$ cat src/rtl/dmem_bus_bridge.sv
// Data-memory bridge: turns level-held MEM-stage commands into single req/ack bus transactions with timeout.
// Define DMEM_POSTED_WRITE_EN to add a one-entry posted-write buffer (writes complete before the bus acks).
module dmem_bus_bridge #(
   parameter int unsigned TIMEOUT_CYCLES = 256
) (
   input  logic        clock,
   input  logic        reset,
   input  logic        ReadEnable,
   input  logic [3:0]  WriteEnable,
   input  logic [31:0] Address,
   input  logic [31:0] MWriteData,
   output logic [31:0] MReadData,
   output logic        DataMem_Ready,
   output logic        BusError,
   output logic        DBus_Req,
   output logic [3:0]  DBus_WE,
   output logic [29:0] DBus_Addr,
   output logic [31:0] DBus_WData,
   input  logic        DBus_Ack,
   input  logic [31:0] DBus_RData
);
   localparam int unsigned CW = (TIMEOUT_CYCLES > 0) ? $clog2(TIMEOUT_CYCLES + 1) : 1;
   localparam logic [CW-1:0] CNT_MAX = CW'(TIMEOUT_CYCLES);

   typedef enum logic [1:0] {IDLE, BUS, RESP} state_t;

   state_t        state, state_n;
   logic [CW-1:0] cnt, cnt_n, cnt_inc;
   logic          req_n, ready_n, err_n;
   logic [3:0]    we_n;
   logic [29:0]   addr_n;
   logic [31:0]   wdata_n, rdata_n;
   logic          cmd, is_write, timeout_hit;
   logic          unused_addr;
`ifdef DMEM_POSTED_WRITE_EN
   logic          posted, posted_n;
`endif

   assign unused_addr = ^Address[1:0];
   assign is_write    = (WriteEnable != 4'b0000);
   assign cmd         = ReadEnable | is_write;
   // Saturating: the counter parks at the terminal count instead of wrapping.
   assign cnt_inc     = (cnt == CNT_MAX) ? cnt : cnt + 1'b1;
   assign timeout_hit = (TIMEOUT_CYCLES != 0) && (cnt_inc == CNT_MAX);

   always_comb begin
      state_n = state;
      cnt_n   = cnt;
      req_n   = DBus_Req;
      we_n    = DBus_WE;
      addr_n  = DBus_Addr;
      wdata_n = DBus_WData;
      rdata_n = MReadData;
      ready_n = 1'b0;
      err_n   = 1'b0;
`ifdef DMEM_POSTED_WRITE_EN
      posted_n = posted;
`endif
      case (state)
         IDLE: begin
            if (cmd) begin
               state_n = BUS;
               cnt_n   = '0;
               req_n   = 1'b1;
               we_n    = WriteEnable;
               addr_n  = Address[31:2];
               wdata_n = MWriteData;
`ifdef DMEM_POSTED_WRITE_EN
               // Posted write completes toward the controller now; the bus drains it in the background.
               if (is_write) begin
                  posted_n = 1'b1;
                  ready_n  = 1'b1;
                  rdata_n  = '0;
               end
`endif
            end
         end
         BUS: begin
            if (DBus_Ack) begin
               req_n = 1'b0;
`ifdef DMEM_POSTED_WRITE_EN
               if (posted) begin
                  posted_n = 1'b0;
                  state_n  = IDLE;
               end else begin
                  state_n = RESP;
                  ready_n = 1'b1;
                  rdata_n = (DBus_WE == 4'b0000) ? DBus_RData : '0;
               end
`else
               state_n = RESP;
               ready_n = 1'b1;
               rdata_n = (DBus_WE == 4'b0000) ? DBus_RData : '0;
`endif
            end else if (timeout_hit) begin
               req_n = 1'b0;
               cnt_n = cnt_inc;
               err_n = 1'b1;
`ifdef DMEM_POSTED_WRITE_EN
               if (posted) begin
                  posted_n = 1'b0;
                  state_n  = IDLE;
               end else begin
                  state_n = RESP;
                  ready_n = 1'b1;
                  rdata_n = '0;
               end
`else
               state_n = RESP;
               ready_n = 1'b1;
               rdata_n = '0;
`endif
            end else begin
               cnt_n = cnt_inc;
            end
         end
         RESP: state_n = IDLE;
         default: state_n = IDLE;
      endcase
   end

   always_ff @(posedge clock or posedge reset) begin
      if (reset) begin
         state         <= IDLE;
         cnt           <= '0;
         DBus_Req      <= 1'b0;
         DBus_WE       <= '0;
         DBus_Addr     <= '0;
         DBus_WData    <= '0;
         MReadData     <= '0;
         DataMem_Ready <= 1'b0;
         BusError      <= 1'b0;
`ifdef DMEM_POSTED_WRITE_EN
         posted        <= 1'b0;
`endif
      end else begin
         state         <= state_n;
         cnt           <= cnt_n;
         DBus_Req      <= req_n;
         DBus_WE       <= we_n;
         DBus_Addr     <= addr_n;
         DBus_WData    <= wdata_n;
         MReadData     <= rdata_n;
         DataMem_Ready <= ready_n;
         BusError      <= err_n;
`ifdef DMEM_POSTED_WRITE_EN
         posted        <= posted_n;
`endif
      end
   end
endmodule

$ cat config.mk
export PLATFORM = sky130hd
export DESIGN_NAME = dmem_bus_bridge
export DESIGN_NICKNAME = d
export VERILOG_FILES = /design/src/rtl/dmem_bus_bridge.sv
export SDC_FILE = /design/constraint.sdc
export NUM_CORES = 1
export LEC_CHECK = 0
export CAP_MARGIN = 20
export CORE_ASPECT_RATIO = 1.25
export CORE_UTILIZATION = 27
export DETAILED_ROUTE_END_ITERATION = 6
export PLACE_DENSITY_LB_ADDON = 0.3
export SLEW_MARGIN = 20
export SYNTH_ARGS = -nofsm -noshare
export SYNTH_HDL_FRONTEND = slang
export SYNTH_SLANG_ARGS = --single-unit
$ cat constraint.sdc
create_clock -name clock -period 5.25 [get_ports clock]
set_input_delay 0.525 -clock clock [delete_from_list [all_inputs] [get_ports clock]]
set_output_delay 0.525 -clock clock [all_outputs]
set_load 0.03 [all_outputs]
==> metrics.sh, run 1 <==
ROUTED_VIA_DENSITY=4.61
CRITICAL_PATH.REG2REG.ENDPOINT='MReadData[21]'
HPWLAFTERDP_MM=9.18
GRT_USE_MET3_PCT=6.01
DRTITER0DRC=103
ANTENNA_LEFT=0
YS_FF_LATCH=112
CLASS_OF_THE_TIGHTEST_HOLD_OR_REMOVAL_CHECK='reg -> reg'
PLACE.PORT_BUFFERS=202
DIE-WIDTH_UM=122
MAX_SLEW.WORST_PIN.SLEW_PS=986
YOSYS.AREA.TOP_TYPE_SHARE_PCT=57.8
FINALHOLDVIOLATIONS=0
SYNTH_MOST_COMMON_CELL='dfrtp_1'
POST-PLACE-WS_PS=2460
GR_OVFL_TOTAL=0
DIEAREA_UM2=18500
SYN-MEAN-INSTANCE-AREA_UM2=11.7
POST_ROUTE_CELLS_DRIVE_ABOVE_1_SHARE_PCT=16.5
RUN_STATUS='completed'
GRT_FIRST_PASS_WIRELENGTH_MM=20.7
GR-USAGE-ALL-LAYERS_PCT=14.3
CP-END-KIND='register'
GRT.BUSIEST_LAYER='met2'
WORST_SLACK_PS=2630
SW_FRAC_OF_TOTAL_PCT=41.3
NUM_IO_PINS=205
CRIT_PATH_MAX_INCR_DELAY_PS=560
ROUTED-VIA-COUNT=3851
CELL_INTERNAL_PWR_W=0.00290
CLKTRANSATPATHREGS_PS=70
REGTOREGSETUPSLACK_PS=2630
WORST_SLEW_MARGIN_REL_PCT=34.2
DRV.MAX_CAP_VIOLATION_COUNT=0
SETUP_VIOL_COUNT_FINAL=0
REG2REGPATHDEPTH=6
VDD_DROP_MAX_uV=333
SYNTH_SEQUENTIAL_AREA_RATIO_PCT=57.8
SETUP_TOTAL_NEGATIVE_SLACK_PS=0
NUMCTSBUFFERS=9
MAX_FREQ_MHz=382
YS_WARN_COUNT=0
DRV_SLEW=0
CRITPATHSLOWESTCELL='or4_4'
CRIT_FANOUT=34
DRC=0
NUMCLOCKSINKS=112
TIMING.CRITICAL_PATH.CELLS='ha_1 -> nand3_2 -> or4_4 -> a211oi_4 -> a31oi_4 -> a21o_2'
YOSYS-TOP-CELLS-AREA='dfrtp_1 (58%), mux2_2 (15%), nand2_1 (5.7%)'
ANTENNA_VIOLATIONS_BEFORE_REPAIR=0
POWER.LEAKAGE_nW=3.08
SYNTH-MAIN-FF-CELL='dfrtp_1'
NETSWITCHINGPOWER_W=0.00204
CRITPATHLAUNCHTYPE='register'
FINAL_PERIOD_MINUS_WORST_SETUP_SLACK_PS=2620
PWR-SHARE-COMB_PCT=53.6
YS_ASYNC_SR_FRACTION_PCT=100
POSTCTSSETUPBUFFERS=0
NETLIST_TOP_CELLS_COUNT='dfrtp_1 (112), nand2_1 (74), mux2_2 (66), o21ai_0 (45), a21o_1 (29)'
WIRE_PER_INST_UM=15.3
MAPPEDNETLISTAREA_UM2=4850
CTS_RESIZED=0
POWER-PER-CELL-AREA_nW_PER_UM2=669
SYN_TO_FINAL_GROWTH_PCT=52.6
FIRST_PASS_ITERS=6
USE_MET2_PCT=24.2
TOTAL_WIRE_LENGTH_AFTER_DETAILED_ROUTING_MM=12.8
WORST_SKEW_PAIR.LATE_LATENCY_PS=350
WORST_R2R_STARTPOINT='cnt[0]'
WORSTPATHARRIVAL_PS=2860
POST_SYNTH_EDFFS=0
LAYOUT_WORST_PATH_CYCLE_SHARE_PCT=49.9
DIE_H_UM=152
GRT_PASS1_VIAS=4058
WORSTSETUPENDPOINT='MReadData[21]'
CTS.PATH.MAX_BUFFERS=2
DESIGN.FINAL.NETS=712
CLOCK_POWER_SHARE_PCT=15.3
TIMING.CRITICAL_PATH.FROM='cnt[0]'
SYNTH_AREA_LEADER_CELL='dfrtp_1'
FIN_SKEW_PS=10.1
CRIT_REQUIRED_PS=5480
SYNTH.NET_COUNT=519
RSZ_0062_RAISED_AFTER_GLOBAL_ROUTING='false'
SHARE_SEQ_OF_TOTAL_POWER_PCT=31.1
CLOCK_TREE_FROM_TRITONCTS='done'
SYNTHESIS.INSTANCES=413
CTS.HTREE.LEVELS=3
NETLIST-CELL-TYPE-COUNT=42
NUM_ANTENNA_CELLS=0
CLASS_OF_THE_MOST_CRITICAL_SETUP_PATH='reg -> reg'
PIN_COUNT_OF_THE_BIGGEST_NET_ENTERING_GLOBAL_ROUTING=74
FP.COREAREA_UM2=17500
CTS_HOLD_REPAIR.BUFFERS=0
CLOCKROOTBUFFER='clkbuf_16'
INITIAL_CORE_UTIL_PCT=27.7
GLOBAL_ROUTE.USAGE.MET1_PCT=15.7
ROWS=54
GP_ROUTABILITY_CONGESTION=0.827
-- sequential cells by signal, indices dropped and copies added (netlist names) --
register / flops
BusError: 1
cnt: 9
DBus_Req: 1
state: 2
DataMem_Ready: 1
DBus_WData: 32
DBus_Addr: 30
MReadData: 32
DBus_WE: 4
-- cell usage in the layout, fill, tap and decap left out, drive strengths merged, types with 2 or more instances in the layout --
master,count
clkdlybuf4s50,202
dfrtp,112
nand2,74
mux2,66
o21ai,45
a21o,33
nor2,14
clkbuf,9
inv,8
nand3,5
a21oi,3
xnor2,3
buf,3
a211oi,3
nor3,2
nor4,2
ha,2
bufinv,2
nand2b,2
or4,2
a31oi,2
-- power by group through the flow --
stage / combinational (W) / sequential (W) / clock, W
after global routing: 0.00282 / 0.00160 / 0.000832
after CTS: 0.00268 / 0.00154 / 0.000795
after floorplan: 0.000840 / 0.00230 / 0
after detailed placement: 0.00268 / 0.00155 / 0
final: 0.00265 / 0.00154 / 0.000758
after global placement: 0.00264 / 0.00152 / 0
-- kinds of logic (layout without fill, tap and decap cells) --
family,after synthesis,in the layout,share of synthesized area [%]
compound gates,95,95,13.1
xor+xnor,4,4,0.723
fa+ha+maj,2,2,0.516
buf+inv,28,226,3.05
flops,112,112,57.8
mux,66,66,15.3
simple gates,106,106,9.45
-- final cells by class --
| class | instances | area [µm²] |
|---|---|---|
| tap | 224 | 280 |
| clock inverter | 7 | 101 |
| sequential | 112 | 2800 |
| fill | 1665 | 10100 |
| clock buffer | 9 | 225 |
| timing repair buffer | 205 | 2040 |
| inverter | 5 | 21.3 |
| multi-input combinational | 273 | 1920 |
-- routing by layer --
layer	share of wire, %	wire length (µm)
met1	38	4890
met2	50	6430
met3	9.1	1170
met4	2.1	274
met5	0	0
-- worst max-delay path, delay by kind of cell (launching register included) --
kind                       cells  cell delay, ps
DFF                            1             440
adders and majority gates      1             280
AOI/OAI and AO/OA              3            1040
and+or+nand+nor                2             720
-- stage by stage --
step	total power (W)	hold slack [ps]	area, µm²	util [%]	instances
finish	0.00494	503	7390	42.3	835
global route	0.00525	525	7390	42.3	835
CTS	0.00502	507	7390	42.2	835
detailed placement	0.00423	489	7060	40.4	819
global placement	0.00416	480	7060	40.4	819
floorplan	0.00314	520	4850	-	413
-- worst min-delay path by stage --
stage,startpoint,to,slack (ps),cells past startpoint
after floorplan,cnt[0],cnt[0],520,1
after global placement,MReadData[8],MReadData[8],480,1
after detailed placement,MReadData[2],MReadData[2],490,1
after CTS,MReadData[2],MReadData[2],510,1
after global routing,MReadData[0],MReadData[0],520,1
final,MReadData[5],MReadData[5],500,1
Note: power is estimated with default switching activity, not from simulation.
==> run 2: changes to the inputs <==
==> constraint.sdc (replaced) <==
create_clock -name clock -period 2.5 [get_ports clock]
set_input_delay 0.25 -clock clock [delete_from_list [all_inputs] [get_ports clock]]
set_output_delay 0.25 -clock clock [all_outputs]
set_load 0.03 [all_outputs]
==> run 2 against run 1 <==
Net effect: core utilization is 0.32 points higher; highest routed layer unchanged; fmax is 12% higher; critical path type unchanged; register-to-register slack worse by 2500 ps.
==> metrics.sh, run 2 (synthesis results as in run 1) <==
CTS_RESIZED=0
CTS.HTREE.LEVELS=3
PLACE.PORT_BUFFERS=202
WORST_SKEW_PAIR.LATE_LATENCY_PS=360
CLOCKROOTBUFFER='clkbuf_16'
MAX_SLEW.WORST_PIN.SLEW_PS=641
TOTAL_WIRE_LENGTH_AFTER_DETAILED_ROUTING_MM=12.5
CLKTRANSATPATHREGS_PS=80
SETUP_TOTAL_NEGATIVE_SLACK_PS=0
WORST_SLEW_MARGIN_REL_PCT=57.3
RSZ_0062_RAISED_AFTER_GLOBAL_ROUTING='false'
PIN_COUNT_OF_THE_BIGGEST_NET_ENTERING_GLOBAL_ROUTING=113
NUM_ANTENNA_CELLS=0
PLACEMENT.CELL_AREA_UM2=7140
DRC=0
POST-PLACE-WS_PS=121
ROWS=54
ANTENNA_VIOLATIONS_BEFORE_REPAIR=0
WORST_SLACK_PS=160
DIEAREA_UM2=18500
INITIAL_CORE_UTIL_PCT=27.7
SEQ_AREA_UM2=2800
POST_ROUTE_CELLS_DRIVE_ABOVE_1_SHARE_PCT=17.4
WORST_R2R_STARTPOINT='cnt[0]'
REGTOREGSETUPSLACK_PS=160
WIRE_PER_INST_UM=14.8
LAYOUT_WORST_PATH_CYCLE_SHARE_PCT=93.6
GRT_FIRST_PASS_WIRELENGTH_MM=20.2
DIE_H_UM=152
FILLCELLCOUNT=1662
SETUP_VIOL_COUNT_FINAL=0
DIE-WIDTH_UM=122
VDD_DROP_MAX_uV=746
GR-USAGE-ALL-LAYERS_PCT=14.0
FINAL_PERIOD_MINUS_WORST_SETUP_SLACK_PS=2340
FINAL_AREA_UM2=7450
ROUTED_VIA_DENSITY=4.55
WORSTPATHARRIVAL_PS=2580
SYN_TO_FINAL_GROWTH_PCT=53.7
ANTENNA_LEFT=0
DRV.MAX_CAP_VIOLATION_COUNT=0
HPWLAFTERDP_MM=8.89
REG2REGPATHDEPTH=7
FP.COREAREA_UM2=17500
TOTAL_POWER_W=0.0103
CP-END-KIND='register'
CLOCK_TREE_FROM_TRITONCTS='done'
TIMING.CRITICAL_PATH.FROM='cnt[0]'
CRITICAL_PATH.REG2REG.ENDPOINT='MReadData[20]'
WHS_PS=398
MAX_FREQ_MHz=427
NUMCLOCKSINKS=112
POWER-PER-CELL-AREA_nW_PER_UM2=1390
CRIT_REQUIRED_PS=2740
POWER.LEAKAGE_nW=3.10
GP_ROUTABILITY_CONGESTION=0.775
NUMCTSBUFFERS=9
DRV_SLEW=0
POSTCTSSETUPBUFFERS=0
MULTIINPUTGATEAREA_UM2=1920
DESIGN.FINAL.NETS=717
GRT_PASS1_VIAS=4076
LEADING_REGISTERS_BY_FLOP_COUNT='DBus_WData: 32 flops, MReadData: 32 flops, DBus_Addr: 30 flops'
NUM_IO_PINS=205
FIRST_PASS_ITERS=4
CRITPATHLAUNCHTYPE='register'
ROUTED-VIA-COUNT=3823
MOSTFREQUENTLAYOUTCELLS='clkdlybuf4s50_1 (202), dfrtp_1 (112), nand2_1 (74), mux2_2 (66), o21ai_0 (45)'
GR_OVFL_TOTAL=0
RUN_STATUS='completed'
DRTITER0DRC=109
MOSTFREQUENTLAYOUTCELL='clkdlybuf4s50_1'
FINALHOLDVIOLATIONS=0
CTS.PATH.MAX_BUFFERS=2
CLASS_OF_THE_TIGHTEST_HOLD_OR_REMOVAL_CHECK='in -> async'
CTS_HOLD_REPAIR.BUFFERS=0
CRIT_FANOUT=25
CLASS_OF_THE_MOST_CRITICAL_SETUP_PATH='reg -> reg'
FIN_SKEW_PS=15.4
[run 2: changes by cell type in the layout (fill, tap and decap cells not counted), moves of 2 or more]
cell / delta
buf_12: +3
buf_4: +2
bufinv_16: -2
clkinv_8: +2
inv_8: +2
[run 2: cell type report]
cell class | instances | area share, %
clock buffers | 9 | 3.02
flip-flops and latches | 112 | 37.6
repair buffers | 210 | 28.4
inverters | 5 | 0.302
clock inverters | 7 | 1.13
multi-input cells | 273 | 25.7
well taps | 224 | 3.76
[run 2: critical path: stages (launching register included)]
cell	delay, ps
dfrtp_1	450
ha_2	250
nand3_2	130
or4_4	550
a211oi_4	270
a31oi_4	120
buf_4	230
a21o_2	230
[run 2: metrics by stage]
step	cells	utilization [%]
after global routing	840	42.6
after detailed placement	824	40.8
after CTS	840	42.6
after floorplan	413	-
final	840	42.6
after global placement	824	40.8
[run 2: power by group]
part / internal (W) / switching (W) / leakage, nW
registers: 0.00267 / 0.000536 / 1.34
logic: 0.00259 / 0.00304 / 1.61
clock network: 0.000722 / 0.000757 / 0.151
total: 0.00599 / 0.00433 / 3.10
[run 2: worst max-delay path by stage]
stage,cells after the start,endpoint
finish,7,MReadData[20]
global route,7,MReadData[20]
CTS,7,MReadData[20]
detailed placement,7,MReadData[20]
global placement,7,MReadData[23]
floorplan,7,MReadData[0]
[run 2: routing by layer]
metal	track usage, %	wire, µm
met5	0	0
met2	24.2	6350
met1	15.3	4780
met4	5.58	242
met3	4.92	1090
==> run 3: changes to the inputs <==
--- a/config.mk
+++ b/config.mk
@@ -9,7 +9,9 @@
 export CORE_ASPECT_RATIO = 1.25
 export CORE_UTILIZATION = 27
 export DETAILED_ROUTE_END_ITERATION = 6
+export GPL_ROUTABILITY_DRIVEN = 0
 export PLACE_DENSITY_LB_ADDON = 0.3
+export SKIP_LAST_GASP = 1
 export SLEW_MARGIN = 20
 export SYNTH_ARGS = -nofsm -noshare
 export SYNTH_HDL_FRONTEND = slang
==> results of run 3 <==
Final layout, timing and power as in run 2 (identical DEF).
